--- config.mk ---
export PLATFORM = sky130hd
export DESIGN_NAME = exu_oitf_flat
export DESIGN_NICKNAME = d
export VERILOG_FILES = /design/src/rtl/exu_oitf_pkg.sv /design/src/rtl/exu_oitf_if.sv /design/src/rtl/exu_oitf_entry.sv /design/src/rtl/exu_oitf.sv /design/src/flat_wrapper.sv
export SDC_FILE = /design/constraint.sdc
export NUM_CORES = 1
export LEC_CHECK = 0
export ABC_AREA = 0
export ABC_CLOCK_PERIOD_IN_PS = 2000
export CORE_AREA = 8 8 83 85
export CTS_CLUSTER_DIAMETER = 30
export DETAILED_ROUTE_END_ITERATION = 7
export DIE_AREA = 0 0 91 93
export GPL_TIMING_DRIVEN = 0
export HOLD_SLACK_MARGIN = 0.15
export PLACE_DENSITY = 0.67
export SYNTH_ARGS = -nofsm -noshare
export SYNTH_HDL_FRONTEND = slang
export SYNTH_SLANG_ARGS = --single-unit
--- constraint.sdc ---
create_clock -name clk -period 2 [get_ports clk]
set_input_delay 0.4 -clock clk [delete_from_list [all_inputs] [get_ports clk]]
set_output_delay 0.4 -clock clk [all_outputs]
set_load 0.1 [all_outputs]
--- src/rtl/exu_oitf_pkg.sv ---
// Shared widths and the entry record for the outstanding-instruction track FIFO.
// The OITF_HAZARD_CHECK_EN macro (used in exu_oitf and exu_oitf_entry) enables the per-entry rd compare.
package exu_oitf_pkg;

    localparam int OITF_DEPTH_DEFAULT = 4;
    localparam int ITAG_WIDTH         = $clog2(OITF_DEPTH_DEFAULT);
    localparam int RFIDX_WIDTH        = 5;

    typedef logic [ITAG_WIDTH-1:0]  itag_t;
    typedef logic [RFIDX_WIDTH-1:0] rfidx_t;

    typedef struct packed {
        logic   vld;
        logic   rdwen;
        rfidx_t rdidx;
    } oitf_entry_t;

endpackage

--- src/rtl/exu_oitf_if.sv ---
// Dispatch / long-pipe write-back bundle around the OITF.
// The master side is dispatch plus the write-back arbiter; the slave side is the OITF itself.
interface exu_oitf_if;
    import exu_oitf_pkg::*;

    logic   dis_ena;
    logic   dis_ready;
    itag_t  dis_ptr;
    logic   dis_rdwen;
    rfidx_t dis_rdidx;

    logic   disp_rs1en;
    logic   disp_rs2en;
    rfidx_t disp_rs1idx;
    rfidx_t disp_rs2idx;
    rfidx_t disp_rdidx;
    logic   disp_rdwen;

    logic   oitfrd_match_disprs1;
    logic   oitfrd_match_disprs2;
    logic   oitfrd_match_disprd;

    logic   oitf_ret_ena;
    itag_t  oitf_ret_ptr;
    logic   oitf_ret_rdwen;
    rfidx_t oitf_ret_rdidx;

    logic   oitf_empty;
    logic   oitf_full;

    modport master (
        output dis_ena, dis_rdwen, dis_rdidx,
        output disp_rs1en, disp_rs2en, disp_rs1idx, disp_rs2idx, disp_rdidx, disp_rdwen,
        output oitf_ret_ena,
        input  dis_ready, dis_ptr,
        input  oitfrd_match_disprs1, oitfrd_match_disprs2, oitfrd_match_disprd,
        input  oitf_ret_ptr, oitf_ret_rdwen, oitf_ret_rdidx,
        input  oitf_empty, oitf_full
    );

    modport slave (
        input  dis_ena, dis_rdwen, dis_rdidx,
        input  disp_rs1en, disp_rs2en, disp_rs1idx, disp_rs2idx, disp_rdidx, disp_rdwen,
        input  oitf_ret_ena,
        output dis_ready, dis_ptr,
        output oitfrd_match_disprs1, oitfrd_match_disprs2, oitfrd_match_disprd,
        output oitf_ret_ptr, oitf_ret_rdwen, oitf_ret_rdidx,
        output oitf_empty, oitf_full
    );

endinterface

--- src/rtl/exu_oitf_entry.sv ---
// One OITF slot: valid/rdwen/rdidx registers and, with OITF_HAZARD_CHECK_EN, the
// rs1/rs2/rd hit compare against the dispatching instruction.
module exu_oitf_entry
    import exu_oitf_pkg::*;
(
    input  logic        clk,
    input  logic        rst_n,
    input  logic        set,
    input  logic        clr,
    input  logic        set_rdwen,
    input  rfidx_t      set_rdidx,
`ifdef OITF_HAZARD_CHECK_EN
    input  rfidx_t      q_rs1idx,
    input  rfidx_t      q_rs2idx,
    input  rfidx_t      q_rdidx,
    output logic        hit_rs1,
    output logic        hit_rs2,
    output logic        hit_rd,
`endif
    output oitf_entry_t entry
);

    oitf_entry_t entry_q, entry_d;

    // Allocate and retire never target the same slot in one cycle, so set simply wins.
    always_comb begin
        entry_d = entry_q;
        if (set) begin
            entry_d.vld   = 1'b1;
            entry_d.rdwen = set_rdwen;
            entry_d.rdidx = set_rdidx;
        end else if (clr) begin
            entry_d.vld   = 1'b0;
        end
    end

    always_ff @(posedge clk) begin
        if (!rst_n) begin
            entry_q <= '0;
        end else begin
            entry_q <= entry_d;
        end
    end

    assign entry = entry_q;

`ifdef OITF_HAZARD_CHECK_EN
    logic live;

    // x0 is hardwired zero, so a pending write to it is never a dependency.
    assign live    = entry_q.vld & entry_q.rdwen & (entry_q.rdidx != '0);
    assign hit_rs1 = live & (entry_q.rdidx == q_rs1idx);
    assign hit_rs2 = live & (entry_q.rdidx == q_rs2idx);
    assign hit_rd  = live & (entry_q.rdidx == q_rdidx);
`endif

endmodule

--- src/rtl/exu_oitf.sv ---
// Outstanding Instruction Track FIFO: in-order itag allocation, retire tracking and
// RAW/WAW hazard flags for the long pipe. OITF_HAZARD_CHECK_EN selects exact rd compares.
module exu_oitf
    import exu_oitf_pkg::*;
#(
    parameter int OITF_DEPTH = OITF_DEPTH_DEFAULT
) (
    input  logic      clk,
    input  logic      rst_n,
    exu_oitf_if.slave bus
);

    // Pointer MSB is the wrap flag; OITF_DEPTH must equal 2**ITAG_WIDTH so plain increment wraps.
    typedef logic [ITAG_WIDTH:0] ptr_t;

    ptr_t        alc_ptr_q, alc_ptr_d;
    ptr_t        ret_ptr_q, ret_ptr_d;
    logic        oitf_empty;
    logic        oitf_full;
    logic        alc_fire;
    logic        ret_fire;
    oitf_entry_t entries [OITF_DEPTH];
    oitf_entry_t ret_entry;

    always_comb begin
        oitf_empty = (alc_ptr_q == ret_ptr_q);
        oitf_full  = (alc_ptr_q[ITAG_WIDTH-1:0] == ret_ptr_q[ITAG_WIDTH-1:0]) &&
                     (alc_ptr_q[ITAG_WIDTH] != ret_ptr_q[ITAG_WIDTH]);
        alc_fire   = bus.dis_ena & ~oitf_full;
        ret_fire   = bus.oitf_ret_ena & ~oitf_empty;
        alc_ptr_d  = alc_fire ? alc_ptr_q + ptr_t'(1) : alc_ptr_q;
        ret_ptr_d  = ret_fire ? ret_ptr_q + ptr_t'(1) : ret_ptr_q;
    end

    always_ff @(posedge clk) begin
        if (!rst_n) begin
            alc_ptr_q <= '0;
            ret_ptr_q <= '0;
        end else begin
            alc_ptr_q <= alc_ptr_d;
            ret_ptr_q <= ret_ptr_d;
        end
    end

`ifdef OITF_HAZARD_CHECK_EN
    logic [OITF_DEPTH-1:0] hit_rs1;
    logic [OITF_DEPTH-1:0] hit_rs2;
    logic [OITF_DEPTH-1:0] hit_rd;
`endif

    for (genvar i = 0; i < OITF_DEPTH; i++) begin : g_entry
        logic entry_set;
        logic entry_clr;

        assign entry_set = alc_fire & (alc_ptr_q[ITAG_WIDTH-1:0] == itag_t'(i));
        assign entry_clr = ret_fire & (ret_ptr_q[ITAG_WIDTH-1:0] == itag_t'(i));

        exu_oitf_entry u_entry (
            .clk       (clk),
            .rst_n     (rst_n),
            .set       (entry_set),
            .clr       (entry_clr),
            .set_rdwen (bus.dis_rdwen),
            .set_rdidx (bus.dis_rdidx),
`ifdef OITF_HAZARD_CHECK_EN
            .q_rs1idx  (bus.disp_rs1idx),
            .q_rs2idx  (bus.disp_rs2idx),
            .q_rdidx   (bus.disp_rdidx),
            .hit_rs1   (hit_rs1[i]),
            .hit_rs2   (hit_rs2[i]),
            .hit_rd    (hit_rd[i]),
`endif
            .entry     (entries[i])
        );
    end

    assign ret_entry          = entries[ret_ptr_q[ITAG_WIDTH-1:0]];

    assign bus.dis_ready      = ~oitf_full;
    assign bus.dis_ptr        = alc_ptr_q[ITAG_WIDTH-1:0];
    assign bus.oitf_empty     = oitf_empty;
    assign bus.oitf_full      = oitf_full;
    assign bus.oitf_ret_ptr   = ret_ptr_q[ITAG_WIDTH-1:0];
    assign bus.oitf_ret_rdwen = ret_entry.vld & ret_entry.rdwen;
    assign bus.oitf_ret_rdidx = ret_entry.rdidx;

`ifdef OITF_HAZARD_CHECK_EN
    assign bus.oitfrd_match_disprs1 = bus.disp_rs1en & (|hit_rs1);
    assign bus.oitfrd_match_disprs2 = bus.disp_rs2en & (|hit_rs2);
    assign bus.oitfrd_match_disprd  = bus.disp_rdwen & (|hit_rd);
`else
    // Without comparators, anything outstanding is treated as a possible dependency.
    assign bus.oitfrd_match_disprs1 = bus.disp_rs1en & ~oitf_empty;
    assign bus.oitfrd_match_disprs2 = bus.disp_rs2en & ~oitf_empty;
    assign bus.oitfrd_match_disprd  = bus.disp_rdwen & ~oitf_empty;
`endif

endmodule

--- src/flat_wrapper.sv ---
// flat-port wrapper written by rule: the top's interface ports become plain ports
module exu_oitf_flat import exu_oitf_pkg::*;
#(
    parameter int OITF_DEPTH = OITF_DEPTH_DEFAULT
)
  (clk, rst_n, bus_dis_ena, bus_dis_rdwen, bus_dis_rdidx, bus_disp_rs1en, bus_disp_rs2en, bus_disp_rs1idx, bus_disp_rs2idx, bus_disp_rdidx, bus_disp_rdwen, bus_oitf_ret_ena, bus_dis_ready, bus_dis_ptr, bus_oitfrd_match_disprs1, bus_oitfrd_match_disprs2, bus_oitfrd_match_disprd, bus_oitf_ret_ptr, bus_oitf_ret_rdwen, bus_oitf_ret_rdidx, bus_oitf_empty, bus_oitf_full);
  exu_oitf_if bus_i ();
  input  logic clk;
  input  logic rst_n;
  input wire logic [$bits(bus_i.dis_ena)-1:0] bus_dis_ena;
  input wire logic [$bits(bus_i.dis_rdwen)-1:0] bus_dis_rdwen;
  input wire logic [$bits(bus_i.dis_rdidx)-1:0] bus_dis_rdidx;
  input wire logic [$bits(bus_i.disp_rs1en)-1:0] bus_disp_rs1en;
  input wire logic [$bits(bus_i.disp_rs2en)-1:0] bus_disp_rs2en;
  input wire logic [$bits(bus_i.disp_rs1idx)-1:0] bus_disp_rs1idx;
  input wire logic [$bits(bus_i.disp_rs2idx)-1:0] bus_disp_rs2idx;
  input wire logic [$bits(bus_i.disp_rdidx)-1:0] bus_disp_rdidx;
  input wire logic [$bits(bus_i.disp_rdwen)-1:0] bus_disp_rdwen;
  input wire logic [$bits(bus_i.oitf_ret_ena)-1:0] bus_oitf_ret_ena;
  output wire logic [$bits(bus_i.dis_ready)-1:0] bus_dis_ready;
  output wire logic [$bits(bus_i.dis_ptr)-1:0] bus_dis_ptr;
  output wire logic [$bits(bus_i.oitfrd_match_disprs1)-1:0] bus_oitfrd_match_disprs1;
  output wire logic [$bits(bus_i.oitfrd_match_disprs2)-1:0] bus_oitfrd_match_disprs2;
  output wire logic [$bits(bus_i.oitfrd_match_disprd)-1:0] bus_oitfrd_match_disprd;
  output wire logic [$bits(bus_i.oitf_ret_ptr)-1:0] bus_oitf_ret_ptr;
  output wire logic [$bits(bus_i.oitf_ret_rdwen)-1:0] bus_oitf_ret_rdwen;
  output wire logic [$bits(bus_i.oitf_ret_rdidx)-1:0] bus_oitf_ret_rdidx;
  output wire logic [$bits(bus_i.oitf_empty)-1:0] bus_oitf_empty;
  output wire logic [$bits(bus_i.oitf_full)-1:0] bus_oitf_full;
  assign bus_i.dis_ena = bus_dis_ena;
  assign bus_i.dis_rdwen = bus_dis_rdwen;
  assign bus_i.dis_rdidx = bus_dis_rdidx;
  assign bus_i.disp_rs1en = bus_disp_rs1en;
  assign bus_i.disp_rs2en = bus_disp_rs2en;
  assign bus_i.disp_rs1idx = bus_disp_rs1idx;
  assign bus_i.disp_rs2idx = bus_disp_rs2idx;
  assign bus_i.disp_rdidx = bus_disp_rdidx;
  assign bus_i.disp_rdwen = bus_disp_rdwen;
  assign bus_i.oitf_ret_ena = bus_oitf_ret_ena;
  assign bus_dis_ready = bus_i.dis_ready;
  assign bus_dis_ptr = bus_i.dis_ptr;
  assign bus_oitfrd_match_disprs1 = bus_i.oitfrd_match_disprs1;
  assign bus_oitfrd_match_disprs2 = bus_i.oitfrd_match_disprs2;
  assign bus_oitfrd_match_disprd = bus_i.oitfrd_match_disprd;
  assign bus_oitf_ret_ptr = bus_i.oitf_ret_ptr;
  assign bus_oitf_ret_rdwen = bus_i.oitf_ret_rdwen;
  assign bus_oitf_ret_rdidx = bus_i.oitf_ret_rdidx;
  assign bus_oitf_empty = bus_i.oitf_empty;
  assign bus_oitf_full = bus_i.oitf_full;
  exu_oitf #(.OITF_DEPTH(OITF_DEPTH)) u_core (.clk(clk), .rst_n(rst_n), .bus(bus_i));
endmodule
==> run summary <==
Status = complete, no violations
Via count = 1,396
Flop and latch count out of synthesis = 34
Vias in the first global route = 1,466
Post-DP HPWL = 2973 µm
CTS tree = built
R2R depth = 6
Worst R2R Setup Slack = 0.35 ns
Synth Flop Type = dfxtp_1
Net Count, Synth = 216
Row count = 28
RSZ-0062 raised after global routing = true
Root Buffer = clkbuf_8
Drt wl/cell = 14.26 µm
Worst hold path type = reg -> reg
CP Launch Type = flop
First-pass GRT wire length = 7141 µm
Synth area leader = dfxtp_1
Worst Hold Depth = 2
Crit share post-route = 97.84%
Data arrival, critical path = 1.56 ns
DR iter-0 viols = 68
Synth top area cells = dfxtp_1 (38%), mux2i_1 (17%), nand2_1 (11%)
Syn Area/Cell = 10.03 µm²
Power density over the cells = 910.2 mW/mm²
Crit path kind = reg -> out
Worst-Margin Slew = 0.5488 ns
Initial antenna violation count = 0
Synth-to-layout area growth = 37.28%
Fraction of layout cells with a size suffix above 1 = 29.91%
CP delay by family, top = multiplexers
Lkg Pwr = 0.9189 nW
Die Span X = 91 µm
Critical Path Max Stage Delay = 0.52 ns
Crit-path cells = buf_12 -> mux4_2 -> buf_6
Top cells by count, synth = nand2_1 (52), dfxtp_1 (34), mux2i_1 (30)
Routed Wire Length = 4264 µm
Worst r2r dst = u_core.g_entry[2].u_entry.entry[2]$_SDFFE_PN0P_
Clk Latency, worst-skew pair = 0.28 ns
Period minus WS final = 1.957 ns
Min-delay src = u_core.g_entry[2].u_entry.entry[3]$_SDFFE_PN0P_
Clock skew = 0.006275 ns
Num CTS Buffers = 5
Die ar. = 0.008463 mm²
Hold endpoint = u_core.g_entry[2].u_entry.entry[3]$_SDFFE_PN0P_
Worst rel slew slack = 63.41%
Pin count of the biggest net entering global routing = 11
Vert. Die Dim = 93 µm
Mapped Area = 0.001805 mm²
CP Data Required Time = 1.60 ns
Clk buf depth = 2
Critical Path Stages = 3
Syn Inst Count = 180
Slew Viols, Final = 0
Final net count = 259
Starting Density = 31.81%
Synth top area share = 37.70%
Peak VDD IR = 0.4476 mV
IO Pins = 44
Yosys cell types = 20
Max-cap check violation count = 0
Total gr overflow = 0
Sequential share of the synthesized area = 37.70%
Antenna Cells = 0
FF-to-FF Start = u_core.ret_ptr_q[0]$_SDFFE_PN0N_
CP bufs+invs = 2
Yosys Warn Count = 0
Detailed-route DRC error count = 0
Clk sinks = 34
Final Hold Viols = 0
Core area = 0.005675 mm²
Reg clk slew, reported paths = 0.07 ns
PnR Total Power = 0.002256 W
Worst hold slack = 0.4564 ns
Finish-stage setup viols = 0
Crit. End Element = output pin
F_max = 511.1 MHz
First-pass DRT Iterations = 4
EDFF count, synth = 0
Top-count cell post-synth = nand2_1
FFs w/ async S/R, synth = 0%
Crit Path Max Fanout = 10
Gpl congestion = 0.7207
Critical path's slowest cell = mux4_2
PortBufs = 28
Vias per std cell = 4.669
Final ANT Viol Nets = 0
CTS HTree Levels = 2
Post-CTS Hold Fix Bufs = 0
GRT Util Overall = 10.62%
==> routing by layer <==
layer	GRT usage [%]	vias to the layer above	part of all wire, %
met5	0	-	0
met4	3.683	0	1.3
met3	3.926	5	5.7
met2	17.90	41	48
met1	12.15	651	45
li1	-	699	-
==> what timing repair did <==
| action | 4_1_cts | 5_1_grt |
|---|---|---|
| gates resized for setup | 108 | 12 |
| pin swaps | 4 | 4 |
| buffers inserted | 8 | 1 |
| setup endpoints to repair | 16 | 20 |
==> worst max-delay path by stage <==
stage	startpoint	to	slack [ns]
2_1_floorplan	u_core.ret_ptr_q[1]$_SDFFE_PN0N_	bus_dis_ready	-0.18
3_3_place_gp	u_core.ret_ptr_q[1]$_SDFFE_PN0N_	bus_oitf_empty	-0.72
3_5_place_dp	u_core.ret_ptr_q[1]$_SDFFE_PN0N_	bus_oitf_empty	-0.75
4_1_cts	u_core.ret_ptr_q[1]$_SDFFE_PN0N_	bus_oitfrd_match_disprs2	-0.08
5_1_grt	u_core.ret_ptr_q[0]$_SDFFE_PN0N_	bus_dis_ready	-0.02
6_report	u_core.ret_ptr_q[0]$_SDFFE_PN0N_	bus_oitf_ret_rdidx[1]	0.04
==> worst register-to-register path, delay by kind of cell, from the launching register on <==
family / cells / cell delay, ns
AOI/OAI and AO/OA: 1 / 0.40
muxes: 1 / 0.24
buffers and inverters: 3 / 0.43
xor gates and xnor gates: 1 / 0.13
DFF: 1 / 0.37
==> cell usage in the layout (no fill, tap or decap), types with 3 or more instances in the layout <==
cell	count
a31oi_1	6
a31oi_4	4
and2_4	3
buf_4	13
buf_6	10
buf_8	3
clkbuf_1	5
clkbuf_8	6
clkdlybuf4s15_2	3
clkdlybuf4s50_1	12
clkinvlp_4	3
dfxtp_1	30
ha_1	8
inv_1	5
mux2i_1	30
mux4_2	5
nand2_1	52
o2bb2ai_1	4
xnor2_4	3
==> power by group <==
part | switching [W] | internal [W] | total, W
Clock | 0.000244 | 0.000278 | 0.000522
Combinational | 0.000624 | 0.000353 | 0.000977
Sequential | 0.0000387 | 0.000718 | 0.000757
==> stage by stage <==
stage | utilization [%] | cells | setup slack, ns | TNS, ns | instance area (µm²)
6_report | 43.67 | 299 | 0.04328 | 0 | 2479
5_1_grt | 43.67 | 299 | -0.01881 | -0.02099 | 2479
4_1_cts | 43.30 | 299 | -0.07890 | -0.2404 | 2457
3_5_place_dp | 39.37 | 283 | -0.7548 | -10.88 | 2235
3_3_place_gp | 39.37 | 283 | -0.7227 | -10.12 | 2235
2_1_floorplan | - | 180 | -0.1845 | -0.2640 | 1861
==> state kept, by name, summed over array words and instances (netlist names) <==
register                      count
u_core.g_entry.u_entry.entry     28
u_core.ret_ptr_q                  3
u_core.alc_ptr_q                  3
==> logic make-up after synthesis <==
logic type	count (synthesis)	synth area share, %
and+or+nand+nor	62	14.07
muxes	35	22.87
xor gates and xnor gates	4	3.812
DFF	34	37.70
buffers and inverters	21	6.445
AOI/OAI and AO/OA	16	9.563
adders and majority gates	8	5.544
==> layout make-up <==
class | count | area, µm²
clock buffer | 7 | 86.33
multi-input combinational | 125 | 1087
timing repair buffer | 37 | 381.6
clock inverter | 1 | 5.005
inverter | 8 | 41.29
fill | 563 | 3197
buffer | 12 | 92.59
tap | 75 | 93.84
sequential | 34 | 690.7
No activity file was read; power rests on OpenSTA's default activity.
